File: config.mk
export PLATFORM = sky130hd
export DESIGN_NAME = instr_fetch_decoder
export DESIGN_NICKNAME = d
export VERILOG_FILES = /design/src/rtl/instr_fetch_decoder_pkg.sv /design/src/rtl/instr_fetch_decoder.sv
export SDC_FILE = /design/constraint.sdc
export NUM_CORES = 1
export LEC_CHECK = 0
export CAP_MARGIN = 10
export CORE_MARGIN = 2
export CORE_UTILIZATION = 45
export CTS_CLUSTER_SIZE = 8
export DETAILED_ROUTE_END_ITERATION = 8
export PLACE_DENSITY = 0.68
export SKIP_LAST_GASP = 1
export SLEW_MARGIN = 20
export SYNTH_ARGS = -nofsm -noshare
export SYNTH_HDL_FRONTEND = slang
export SYNTH_SLANG_ARGS = --single-unit
export TNS_END_PERCENT = 5
File: constraint.sdc
create_clock -name clk_i -period 6 [get_ports clk_i]
set_clock_uncertainty 0.15 [all_clocks]
set_input_delay 0.9 -clock clk_i [delete_from_list [all_inputs] [get_ports clk_i]]
set_output_delay 0.9 -clock clk_i [all_outputs]
set_load 0.05 [all_outputs]
File: src/rtl/instr_fetch_decoder_pkg.sv
// Shared types and decode helpers for instr_fetch_decoder.
// Holds the addressing-mode, ALU-operation and register-id enums that appear on
// the decoder ports, the decoded-information record, and the pure 6502 opcode
// decode functions (groups c=01, c=10, c=00; c=11 is always illegal).
package instr_fetch_decoder_pkg;

  typedef enum logic [3:0] {
    AM_IMPLIED = 4'd0,  AM_ACCUM  = 4'd1,  AM_IMM   = 4'd2,  AM_ZPG   = 4'd3,
    AM_ZPG_X   = 4'd4,  AM_ZPG_Y  = 4'd5,  AM_IND_X = 4'd6,  AM_IND_Y = 4'd7,
    AM_REL     = 4'd8,  AM_ABS    = 4'd9,  AM_ABS_X = 4'd10, AM_ABS_Y = 4'd11,
    AM_IND     = 4'd12
  } addressing_mode_t;

  typedef enum logic [3:0] {
    ALU_BYPASS_A = 4'd0,  ALU_OR  = 4'd1,  ALU_AND = 4'd2,  ALU_XOR = 4'd3,
    ALU_ADD      = 4'd4,  ALU_SUB = 4'd5,  ALU_CMP = 4'd6,  ALU_ASL = 4'd7,
    ALU_ROL      = 4'd8,  ALU_LSR = 4'd9,  ALU_ROR = 4'd10, ALU_INC = 4'd11,
    ALU_DEC      = 4'd12, ALU_BIT = 4'd13
  } alu_op_t;

  typedef enum logic [2:0] {
    REG_NONE = 3'd0, A_REG = 3'd1, X_REG = 3'd2, Y_REG = 3'd3, SP_REG = 3'd4, P_REG = 3'd5
  } reg_id_t;

  typedef struct packed {
    addressing_mode_t am;
    alu_op_t          alu;
    reg_id_t          src;
    reg_id_t          dst;
    logic             we_rf;
    logic             we_mem;
    logic             illegal;
  } dec_info_t;

  localparam dec_info_t ILL_INFO = '{am: AM_IMPLIED, alu: ALU_BYPASS_A, src: REG_NONE,
                                     dst: REG_NONE, we_rf: 1'b0, we_mem: 1'b0, illegal: 1'b1};

  function automatic dec_info_t mk(input addressing_mode_t am, input alu_op_t alu,
                                   input reg_id_t src, input reg_id_t dst,
                                   input logic we_rf, input logic we_mem);
    mk = '{am: am, alu: alu, src: src, dst: dst, we_rf: we_rf, we_mem: we_mem, illegal: 1'b0};
  endfunction

  // Instruction length follows directly from the addressing mode.
  function automatic logic [1:0] am_len(input addressing_mode_t am);
    case (am)
      AM_IMPLIED, AM_ACCUM:             am_len = 2'd1;
      AM_ABS, AM_ABS_X, AM_ABS_Y, AM_IND: am_len = 2'd3;
      default:                          am_len = 2'd2;
    endcase
  endfunction

  // c=10: shifts, INC/DEC, STX/LDX plus the single-byte xA transfers.
  function automatic dec_info_t decode_g2(input logic [2:0] a, input logic [2:0] b);
    addressing_mode_t am;
    alu_op_t          alu;
    logic             ok;
    dec_info_t        d;
    case (a)
      3'd0:    alu = ALU_ASL;
      3'd1:    alu = ALU_ROL;
      3'd2:    alu = ALU_LSR;
      3'd3:    alu = ALU_ROR;
      3'd6:    alu = ALU_DEC;
      3'd7:    alu = ALU_INC;
      default: alu = ALU_BYPASS_A;
    endcase
    ok = 1'b1;
    am = AM_IMPLIED;
    case (b)
      3'd0:    begin am = AM_IMM; ok = (a == 3'd5); end
      3'd1:    am = AM_ZPG;
      3'd3:    am = AM_ABS;
      // STX/LDX index with Y where the rest of the group uses X
      3'd5:    am = (a[2:1] == 2'b10) ? AM_ZPG_Y : AM_ZPG_X;
      3'd7:    begin am = (a == 3'd5) ? AM_ABS_Y : AM_ABS_X; ok = (a != 3'd4); end
      default: ok = 1'b0;
    endcase
    if (!ok)            d = ILL_INFO;
    else if (a == 3'd4) d = mk(am, ALU_BYPASS_A, X_REG, REG_NONE, 1'b0, 1'b1);
    else if (a == 3'd5) d = mk(am, ALU_BYPASS_A, REG_NONE, X_REG, 1'b1, 1'b0);
    else                d = mk(am, alu, REG_NONE, REG_NONE, 1'b0, 1'b1);
    // b=010 is accumulator for the shifts and implied register ops above that
    if (b == 3'd2) begin
      case (a)
        3'd4:    d = mk(AM_IMPLIED, ALU_BYPASS_A, X_REG, A_REG, 1'b1, 1'b0);    // TXA
        3'd5:    d = mk(AM_IMPLIED, ALU_BYPASS_A, A_REG, X_REG, 1'b1, 1'b0);    // TAX
        3'd6:    d = mk(AM_IMPLIED, ALU_DEC, X_REG, X_REG, 1'b1, 1'b0);         // DEX
        3'd7:    d = mk(AM_IMPLIED, ALU_BYPASS_A, REG_NONE, REG_NONE, 1'b0, 1'b0); // NOP
        default: d = mk(AM_ACCUM, alu, A_REG, A_REG, 1'b1, 1'b0);
      endcase
    end else if (b == 3'd6) begin
      case (a)
        3'd4:    d = mk(AM_IMPLIED, ALU_BYPASS_A, X_REG, SP_REG, 1'b1, 1'b0);   // TXS
        3'd5:    d = mk(AM_IMPLIED, ALU_BYPASS_A, SP_REG, X_REG, 1'b1, 1'b0);   // TSX
        default: d = ILL_INFO;
      endcase
    end else begin
      d = d;
    end
    decode_g2 = d;
  endfunction

  // c=00: irregular, so decoded from the full opcode.
  function automatic dec_info_t decode_g3(input logic [7:0] op);
    case (op)
      8'h00: decode_g3 = mk(AM_IMPLIED, ALU_BYPASS_A, P_REG, REG_NONE, 1'b0, 1'b1);   // BRK
      8'h20: decode_g3 = mk(AM_ABS, ALU_BYPASS_A, REG_NONE, REG_NONE, 1'b0, 1'b1);    // JSR
      8'h40, 8'h28, 8'h18, 8'h38, 8'h58, 8'h78, 8'hB8, 8'hD8, 8'hF8:
             decode_g3 = mk(AM_IMPLIED, ALU_BYPASS_A, REG_NONE, P_REG, 1'b1, 1'b0);   // RTI/PLP/flags
      8'h60: decode_g3 = mk(AM_IMPLIED, ALU_BYPASS_A, REG_NONE, REG_NONE, 1'b0, 1'b0); // RTS
      8'h08: decode_g3 = mk(AM_IMPLIED, ALU_BYPASS_A, P_REG, REG_NONE, 1'b0, 1'b1);   // PHP
      8'h48: decode_g3 = mk(AM_IMPLIED, ALU_BYPASS_A, A_REG, REG_NONE, 1'b0, 1'b1);   // PHA
      8'h68: decode_g3 = mk(AM_IMPLIED, ALU_BYPASS_A, REG_NONE, A_REG, 1'b1, 1'b0);   // PLA
      8'h88: decode_g3 = mk(AM_IMPLIED, ALU_DEC, Y_REG, Y_REG, 1'b1, 1'b0);           // DEY
      8'hA8: decode_g3 = mk(AM_IMPLIED, ALU_BYPASS_A, A_REG, Y_REG, 1'b1, 1'b0);      // TAY
      8'hC8: decode_g3 = mk(AM_IMPLIED, ALU_INC, Y_REG, Y_REG, 1'b1, 1'b0);           // INY
      8'hE8: decode_g3 = mk(AM_IMPLIED, ALU_INC, X_REG, X_REG, 1'b1, 1'b0);           // INX
      8'h98: decode_g3 = mk(AM_IMPLIED, ALU_BYPASS_A, Y_REG, A_REG, 1'b1, 1'b0);      // TYA
      8'h24: decode_g3 = mk(AM_ZPG, ALU_BIT, A_REG, REG_NONE, 1'b0, 1'b0);
      8'h2C: decode_g3 = mk(AM_ABS, ALU_BIT, A_REG, REG_NONE, 1'b0, 1'b0);
      8'h4C: decode_g3 = mk(AM_ABS, ALU_BYPASS_A, REG_NONE, REG_NONE, 1'b0, 1'b0);
      8'h6C: decode_g3 = mk(AM_IND, ALU_BYPASS_A, REG_NONE, REG_NONE, 1'b0, 1'b0);
      8'h84: decode_g3 = mk(AM_ZPG, ALU_BYPASS_A, Y_REG, REG_NONE, 1'b0, 1'b1);
      8'h8C: decode_g3 = mk(AM_ABS, ALU_BYPASS_A, Y_REG, REG_NONE, 1'b0, 1'b1);
      8'h94: decode_g3 = mk(AM_ZPG_X, ALU_BYPASS_A, Y_REG, REG_NONE, 1'b0, 1'b1);
      8'hA0: decode_g3 = mk(AM_IMM, ALU_BYPASS_A, REG_NONE, Y_REG, 1'b1, 1'b0);
      8'hA4: decode_g3 = mk(AM_ZPG, ALU_BYPASS_A, REG_NONE, Y_REG, 1'b1, 1'b0);
      8'hAC: decode_g3 = mk(AM_ABS, ALU_BYPASS_A, REG_NONE, Y_REG, 1'b1, 1'b0);
      8'hB4: decode_g3 = mk(AM_ZPG_X, ALU_BYPASS_A, REG_NONE, Y_REG, 1'b1, 1'b0);
      8'hBC: decode_g3 = mk(AM_ABS_X, ALU_BYPASS_A, REG_NONE, Y_REG, 1'b1, 1'b0);
      8'hC0: decode_g3 = mk(AM_IMM, ALU_CMP, Y_REG, REG_NONE, 1'b0, 1'b0);
      8'hC4: decode_g3 = mk(AM_ZPG, ALU_CMP, Y_REG, REG_NONE, 1'b0, 1'b0);
      8'hCC: decode_g3 = mk(AM_ABS, ALU_CMP, Y_REG, REG_NONE, 1'b0, 1'b0);
      8'hE0: decode_g3 = mk(AM_IMM, ALU_CMP, X_REG, REG_NONE, 1'b0, 1'b0);
      8'hE4: decode_g3 = mk(AM_ZPG, ALU_CMP, X_REG, REG_NONE, 1'b0, 1'b0);
      8'hEC: decode_g3 = mk(AM_ABS, ALU_CMP, X_REG, REG_NONE, 1'b0, 1'b0);
      // branches are xxy10000
      default: decode_g3 = (op[4:0] == 5'b10000) ?
                           mk(AM_REL, ALU_BYPASS_A, REG_NONE, REG_NONE, 1'b0, 1'b0) : ILL_INFO;
    endcase
  endfunction

  // Full decode; g2g3=0 leaves only group 1 legal.
  function automatic dec_info_t decode_op(input logic [7:0] op, input logic g2g3);
    addressing_mode_t am;
    alu_op_t          alu;
    dec_info_t        d;
    case (op[4:2])
      3'd0:    am = AM_IND_X;
      3'd1:    am = AM_ZPG;
      3'd2:    am = AM_IMM;
      3'd3:    am = AM_ABS;
      3'd4:    am = AM_IND_Y;
      3'd5:    am = AM_ZPG_X;
      3'd6:    am = AM_ABS_Y;
      default: am = AM_ABS_X;
    endcase
    case (op[7:5])
      3'd0:    alu = ALU_OR;
      3'd1:    alu = ALU_AND;
      3'd2:    alu = ALU_XOR;
      3'd3:    alu = ALU_ADD;
      3'd6:    alu = ALU_CMP;
      3'd7:    alu = ALU_SUB;
      default: alu = ALU_BYPASS_A;
    endcase
    case (op[1:0])
      2'b01: d = (op == 8'h89) ? ILL_INFO :
                 mk(am, alu, A_REG, A_REG, (op[7:5] != 3'd4) && (op[7:5] != 3'd6), op[7:5] == 3'd4);
      2'b10: d = g2g3 ? decode_g2(op[7:5], op[4:2]) : ILL_INFO;
      2'b00: d = g2g3 ? decode_g3(op) : ILL_INFO;
      default: d = ILL_INFO;
    endcase
    decode_op = d;
  endfunction

endpackage

File: src/rtl/instr_fetch_decoder.sv
// Byte-stream 6502 instruction assembler and decoder with a small bundle queue.
// Ports:
//   clk_i, rst_i                 clock, synchronous active-high reset
//   byte_valid_i/byte_i/byte_ready_o  fetch byte stream (accepted on valid&ready)
//   flush_i/flush_pc_i           redirect: drop partial instruction and queue, load pc
//   dec_valid_o/dec_ready_i      queue head handshake
//   dec_*_o                      head bundle payload (opcode, pc, len, imm, decode)
//   level_o                      queue occupancy
module instr_fetch_decoder
  import instr_fetch_decoder_pkg::*;
#(
  parameter int BYTE_W      = 8,
  parameter int ADDR_W      = 16,
  parameter int QUEUE_DEPTH = 2,
  parameter bit DECODE_G2G3 = 1'b1
) (
  input  logic                           clk_i,
  input  logic                           rst_i,
  input  logic                           byte_valid_i,
  input  logic [BYTE_W-1:0]              byte_i,
  output logic                           byte_ready_o,
  input  logic                           flush_i,
  input  logic [ADDR_W-1:0]              flush_pc_i,
  output logic                           dec_valid_o,
  input  logic                           dec_ready_i,
  output logic [BYTE_W-1:0]              dec_opcode_o,
  output logic [ADDR_W-1:0]              dec_pc_o,
  output logic [1:0]                     dec_len_o,
  output logic [2*BYTE_W-1:0]            dec_imm_o,
  output addressing_mode_t               dec_addr_mode_o,
  output alu_op_t                        dec_alu_op_o,
  output reg_id_t                        dec_src_reg_o,
  output reg_id_t                        dec_dst_reg_o,
  output logic                           dec_we_rf_o,
  output logic                           dec_we_mem_o,
  output logic                           dec_illegal_o,
  output logic [$clog2(QUEUE_DEPTH):0]   level_o
);

  localparam int PW = $clog2(QUEUE_DEPTH);
  localparam int LW = PW + 1;

  typedef enum logic [1:0] {S_OPC = 2'd0, S_OP1 = 2'd1, S_OP2 = 2'd2} state_t;

  typedef struct packed {
    logic [BYTE_W-1:0]   opcode;
    logic [ADDR_W-1:0]   pc;
    logic [1:0]          len;
    logic [2*BYTE_W-1:0] imm;
    dec_info_t           info;
  } bundle_t;

  state_t            state_q, state_d;
  logic [ADDR_W-1:0] pc_q, pc_start_q;
  logic [BYTE_W-1:0] opc_q, imm_lo_q;
  dec_info_t         info_q, dec_info_s;
  bundle_t           q_mem_q [QUEUE_DEPTH];
  bundle_t           push_b_s, head_s;
  logic [PW-1:0]     wptr_q, rptr_q;
  logic [LW-1:0]     level_q, level_d;
  logic              accept_s, pop_s, push_s;

  // Ready depends only on occupancy so the consumer cannot combinationally gate fetch.
  assign byte_ready_o = (level_q < LW'(QUEUE_DEPTH));
  assign accept_s     = byte_valid_i & byte_ready_o & ~flush_i;
  assign pop_s        = (level_q != {LW{1'b0}}) & dec_ready_i & ~flush_i;
  assign dec_info_s   = decode_op(byte_i[7:0], DECODE_G2G3);
  assign level_d      = level_q + LW'(push_s) - LW'(pop_s);

  // Assemble the bundle being completed this cycle and choose the next FSM state.
  always_comb begin
    state_d         = state_q;
    push_s          = 1'b0;
    push_b_s        = '0;
    push_b_s.opcode = opc_q;
    push_b_s.pc     = pc_start_q;
    push_b_s.info   = info_q;
    push_b_s.len    = am_len(info_q.am);
    case (state_q)
      S_OPC: begin
        push_b_s.opcode = byte_i;
        push_b_s.pc     = pc_q;
        push_b_s.info   = dec_info_s;
        push_b_s.len    = am_len(dec_info_s.am);
        if (accept_s) begin
          if (am_len(dec_info_s.am) == 2'd1) push_s  = 1'b1;
          else                               state_d = S_OP1;
        end else begin
          state_d = S_OPC;
        end
      end
      S_OP1: begin
        push_b_s.imm = {{BYTE_W{1'b0}}, byte_i};
        if (accept_s) begin
          if (am_len(info_q.am) == 2'd2) begin
            push_s  = 1'b1;
            state_d = S_OPC;
          end else begin
            state_d = S_OP2;
          end
        end else begin
          state_d = S_OP1;
        end
      end
      S_OP2: begin
        push_b_s.imm = {byte_i, imm_lo_q};
        if (accept_s) begin
          push_s  = 1'b1;
          state_d = S_OPC;
        end else begin
          state_d = S_OP2;
        end
      end
      default: state_d = S_OPC;
    endcase
  end

  // All state: assembler FSM, pc, and the bundle queue; flush outranks everything but reset.
  always_ff @(posedge clk_i) begin
    if (rst_i) begin
      state_q    <= S_OPC;
      pc_q       <= {ADDR_W{1'b0}};
      pc_start_q <= {ADDR_W{1'b0}};
      opc_q      <= {BYTE_W{1'b0}};
      imm_lo_q   <= {BYTE_W{1'b0}};
      info_q     <= '0;
      wptr_q     <= {PW{1'b0}};
      rptr_q     <= {PW{1'b0}};
      level_q    <= {LW{1'b0}};
      for (int i = 0; i < QUEUE_DEPTH; i++) q_mem_q[i] <= '0;
    end else if (flush_i) begin
      state_q <= S_OPC;
      pc_q    <= flush_pc_i;
      wptr_q  <= {PW{1'b0}};
      rptr_q  <= {PW{1'b0}};
      level_q <= {LW{1'b0}};
    end else begin
      state_q <= state_d;
      level_q <= level_d;
      if (accept_s) pc_q <= pc_q + ADDR_W'(1);
      if (accept_s && (state_q == S_OPC)) begin
        opc_q      <= byte_i;
        pc_start_q <= pc_q;
        info_q     <= dec_info_s;
      end
      if (accept_s && (state_q == S_OP1)) imm_lo_q <= byte_i;
      if (push_s) begin
        q_mem_q[wptr_q] <= push_b_s;
        wptr_q          <= wptr_q + PW'(1);
      end
      if (pop_s) rptr_q <= rptr_q + PW'(1);
    end
  end

  assign head_s          = q_mem_q[rptr_q];
  assign dec_valid_o     = (level_q != {LW{1'b0}});
  assign level_o         = level_q;
  assign dec_opcode_o    = head_s.opcode;
  assign dec_pc_o        = head_s.pc;
  assign dec_len_o       = head_s.len;
  assign dec_imm_o       = head_s.imm;
  assign dec_addr_mode_o = head_s.info.am;
  assign dec_alu_op_o    = head_s.info.alu;
  assign dec_src_reg_o   = head_s.info.src;
  assign dec_dst_reg_o   = head_s.info.dst;
  assign dec_we_rf_o     = head_s.info.we_rf;
  assign dec_we_mem_o    = head_s.info.we_mem;
  assign dec_illegal_o   = head_s.info.illegal;

endmodule
# --- Word-level counts from Yosys, hierarchy flattened ---
# Memory sizes are Yosys's and may differ from the RTL's. A register that Yosys moved wholly into a read port is not among the register bits.
# Cells that the tools add are included.
totals:
  regBits: 71
  ram_bits: 118
  in_bits: 29
  out_inout_bits: 63
  word_cells: 176
  mem_count: 1
classes:
  addsub: 5
  magnitude_cmp: 1
  eq_ne: 73
  mux: 53
  bitwise: 5
  n_reduce_logical: 23
memory_table:
  columns: ["memory", "words", "word_bits", "read_ports", "rd_ports_with_merged_regs", "wr", "line_no", "source"]
  rows:
  - ["q_mem_q", 2, 59, 1, 1, 2, "instr_fetch_decoder.sv:57", "bundle_t q_mem_q [QUEUE_DEPTH];"]
op_table:
  columns: ["operator", "n"]
  rows:
  - ["17-bit one-hot mux with 29 select lines", 1]
  - ["8-bit equality test, second input constant", 23]
  - ["17-bit two-way mux", 6]
  - ["8-bit by 7-bit equality test with 1-bit output, second input constant", 8]
  - ["59-bit two-way mux", 1]
  - ["59-bit OR reduction", 1]
  - ["14-bit one-hot mux with 4 select lines", 1]
  - ["17-bit one-hot mux with 3 select lines", 1]
  - ["8-bit by 6-bit equality test with 1-bit output, second input constant", 5]
  - ["4-bit equality test, second input constant", 8]
  - ["16-bit two-way mux", 2]
  - ["16-bit one-hot mux with 2 select lines", 1]
  - ["4-bit one-hot mux with 7 select lines", 1]
  - ["13-bit two-way mux", 2]
  - ["26-bit two-way mux", 1]
  - ["3-bit equality test, second input constant", 8]
  - ["4-bit one-hot mux with 6 select lines", 1]
  - ["4-bit one-hot mux with 5 select lines", 1]
  - ["1-bit two-way mux", 18]
  - ["2-bit two-way mux", 9]
  - ["3-bit one-hot mux with 6 select lines", 1]
  - ["9-bit one-hot mux with 2 select lines", 1]
  - ["16-bit by 1-bit adder with 16-bit output, second input constant", 1]
  - ["3-bit by 2-bit equality test with 1-bit output, second input constant", 4]
  - ["28 further kinds", 54]

# --- Longest topological paths before layout ---
logic_depth:
  depth_word: 23
  depth_mapped: 14
  ltp_nobuf: 12

# --- Least setup slack after synthesis ---
# No wires, ideal clock.
synth_path:
  path_kind: "input port to flip-flop"
  from: "input byte_i[6]"
  to: "memory q_mem_q[1][0] (netlist bit) (enable)"
  setup_time_ns: 0.488
  t_arrival_ns: 5.092
  required_time_ns: 5.362
  slack_ns: 0.270
  stages: 8
  n_path_buf: 1
  path_cell_list: "buf_2 -> o21ai_1 -> a2111oi_4 -> a31o_2 -> a221oi_4 -> a41o_2 -> nand2_1 -> o21bai_1"
synth_rtl:
  columns: ["element", "line_no", "source"]
  rows:
  - ["start, declared", "instr_fetch_decoder.sv:20", "input logic [BYTE_W-1:0] byte_i,"]
  - ["end, declared", "instr_fetch_decoder.sv:57", null]

==> flow_summary.ini <==
[timing]
slew_viol_final = 0
fin_ws_ps = 1560
fin_crit_ps = 4440
slew_headroom_pct = 30.7
fmaxAchievable_ghz = 0.225
setup_viol = 0
post-route-period-util_pct = 74.1
tightestPinTransition_ps = 1040
hold_viol = 0
fin_setup_tns_ps = 0
rsz0062_at_grt = no

[route]
num_vias = 7507
drtPass1Iterations = 6
drc = 0
vias_per_cell = 5.69
drtIter0Drc = 727
wl_per_cell_microns = 18.9
final_antenna_net_count = 0
wirelength_mm = 25.0

[place]
gp_congestion = 0.931
dp.cells = 1288
hpwl_mm = 16.8
pre_cts_slack_ps = 1140
port_buffers = 91

[global_route]
overflow = 0
track_usage_pct = 22.5
antenna_found_initial = 0
grt_max_degree = 71
first_global_vias = 6878
grt_pass1_wl_mm = 38.9

[status]
outcome = completed

[clock_network]
cts_tree = built
cts_sinks = 190
clockBufferDepth = 2
clk_latency_ps = 430
cts.clk_slew.worst_paths_ps = 60
cts_hold_buffers = 0
htreeDepth = 4
clock-root-buffer = clkbuf_16
postCtsSetupRepairBufs = 0
cts_made_buffers = 17
ctsResizeCount = 0

[logic_synthesis]
synth_edf_count = 118
synth_top_cell_by_area = edfxtp_1
synth_nets = 1014
yosys-top-cells-area = edfxtp_1, dfxtp_1, mux2_2, nor2_1, nand2_1
syn-cell-area_sq_um = 9600
avgSynthCellArea_sq_um = 9.82
yosys-top-cells-count = nor2_1, nand2_1, edfxtp_1
synth-simple-area-share_pct = 18.5
synth_top_family_by_area = simple AND/OR/NAND/NOR gates
netlist_instances = 978
ys_ff_latch = 190
synth_compound_area_share_pct = 12.7
synth_warnings = 0
ys_types = 72
synth.most_common_cell = nor2_1
synth_top_cell_area_share_pct = 36.9
synth_xor_area_share_pct = 1.82
synthMuxAreaShare_pct = 10.1
async_reset_ff_share_pct = 0
ys_seq_area_share_pct = 51.9
synthAdderAreaFrac_pct = 1.02
synthFlopType = edfxtp_1

[final_layout]
drive_gt1_share_pct = 12.4
instances_no_fill = 1320
nFillCells = 1853
area_growth_pct = 17.4
antenna_cells = 0
num-nets-final = 1068

[setup_path]
max_stage_delay_ps = 970
cp.arrival_ps = 4420
critPathMaxFanout = 37
required_ps = 5970
critPathSlowestCell = clkdlybuf4s50_1
path_class = input pin to flip-flop
crit_chain = clkdlybuf4s50_1 -> or2_1 -> a2111oi_4 -> a31o_2 -> a221oi_4 -> a41o_2 -> nand3_1 -> nand2b_2 -> buf_12
endpoint_kind = flip-flop
cp_top_family = buffers and inverters
critPathLaunchType = input pin
worst-path-buf-inv = 2

[power]
p_total_mw = 2.99
irDropWorstVdd_mv = 0.194
power_density_nw_per_um2 = 265
p_leak_nw = 4.10

[die]
start_util_pct = 45.8
die_area_sq_um = 22500
io_pins = 92
core_sq_um = 21000
die_h_microns = 150
die_w_microns = 150
core.rowCount = 53

[min_path]
hold_class = flip-flop to flip-flop

[run]
drv_cap = 0
area by class of cell:
class	count	area [sq um]	share of cell area [%]
sequential	190	4990	44.2
timing repair buffer	113	1100	9.72
inverter	14	52.6	0.466
multi-input combinational	696	4250	37.7
clock buffer	27	514	4.56
tap	275	344	3.05
clock inverter	5	30.0	0.266
logic make-up after synthesis:
logic type | after synthesis
flip-flops | 190
buffers and inverters | 92
AO/OA/AOI/OAI | 182
AND/OR/NAND/NOR | 397
multiplexers | 89
XOR/XNOR | 20
adder cells (fa/ha/maj) | 8
registers in the layout, indices dropped and copies added, names as in the netlist, named ones only:
name / flops
pc_start_q: 16
rptr_q: 1
info_q: 17
imm_lo_q: 8
level_o: 2
q_mem_q: 118
wptr_q: 1
opc_q: 8
pc_q: 16
state_q: 2
routing by layer:
layer | vias to the layer above | GRT usage [%] | routed length [microns]
met5 | - | 0 | 0
met4 | 0 | 6.70 | 448
met3 | 41 | 3.39 | 1830
met2 | 304 | 33.6 | 11200
met1 | 3586 | 33.9 | 11500
li1 | 3576 | - | -
tightest hold or removal path: cells and delay by family (launching register included):
family          cells  cell delay, ps
simple gates        1              50
compound gates      1              50
flops               1             310
cells in the final DEF (no fill, tap or decap), types with 7 or more instances in the layout:
cell             Yosys  final
nor2_1             176    176
nand2_1            125    125
edfxtp_1           118    118
clkdlybuf4s50_1      0     90
dfxtp_1             72     71
a21oi_1             70     70
mux2_2              61     61
a211oi_1            35     35
mux2i_1             28     28
o21ai_0             20     20
buf_4                0     20
clkbuf_16            0     17
nor2b_1             15     15
inv_1               13     14
and3_1              15     14
nand3_1             13     13
xnor2_1             12     12
and2_1               9      9
xor2_1               8      8
nand2b_1             8      7
per-stage QoR:
| step | utilization, % | area, sq um | hold slack [ps] |
|---|---|---|---|
| 2_1_floorplan | - | 9600 | 282 |
| 3_3_place_gp | 51.2 | 10700 | 290 |
| 5_1_grt | 53.8 | 11300 | 317 |
| 6_report | 53.8 | 11300 | 301 |
| 4_1_cts | 53.8 | 11300 | 303 |
| 3_5_place_dp | 51.2 | 10700 | 294 |
power breakdown:
part	internal [mW]	switching [mW]
clock network	0.587	0.464
registers	1.45	0.0279
logic	0.157	0.308
final timing paths:
| kind | start | endpoint | slack (ps) | cells after the start |
|---|---|---|---|---|
| hold / removal | info_q[9] | info_q[9] | 300 | 2 |
| hold reg to reg | info_q[9] | info_q[9] | 300 | 2 |
| setup reg to reg | state_q[0] | q_mem_q[0][3] | 3000 | 6 |
| setup / recovery | byte_i[1] | q_mem_q[0][3] | 1560 | 9 |
(Power assumes the default switching activity.)
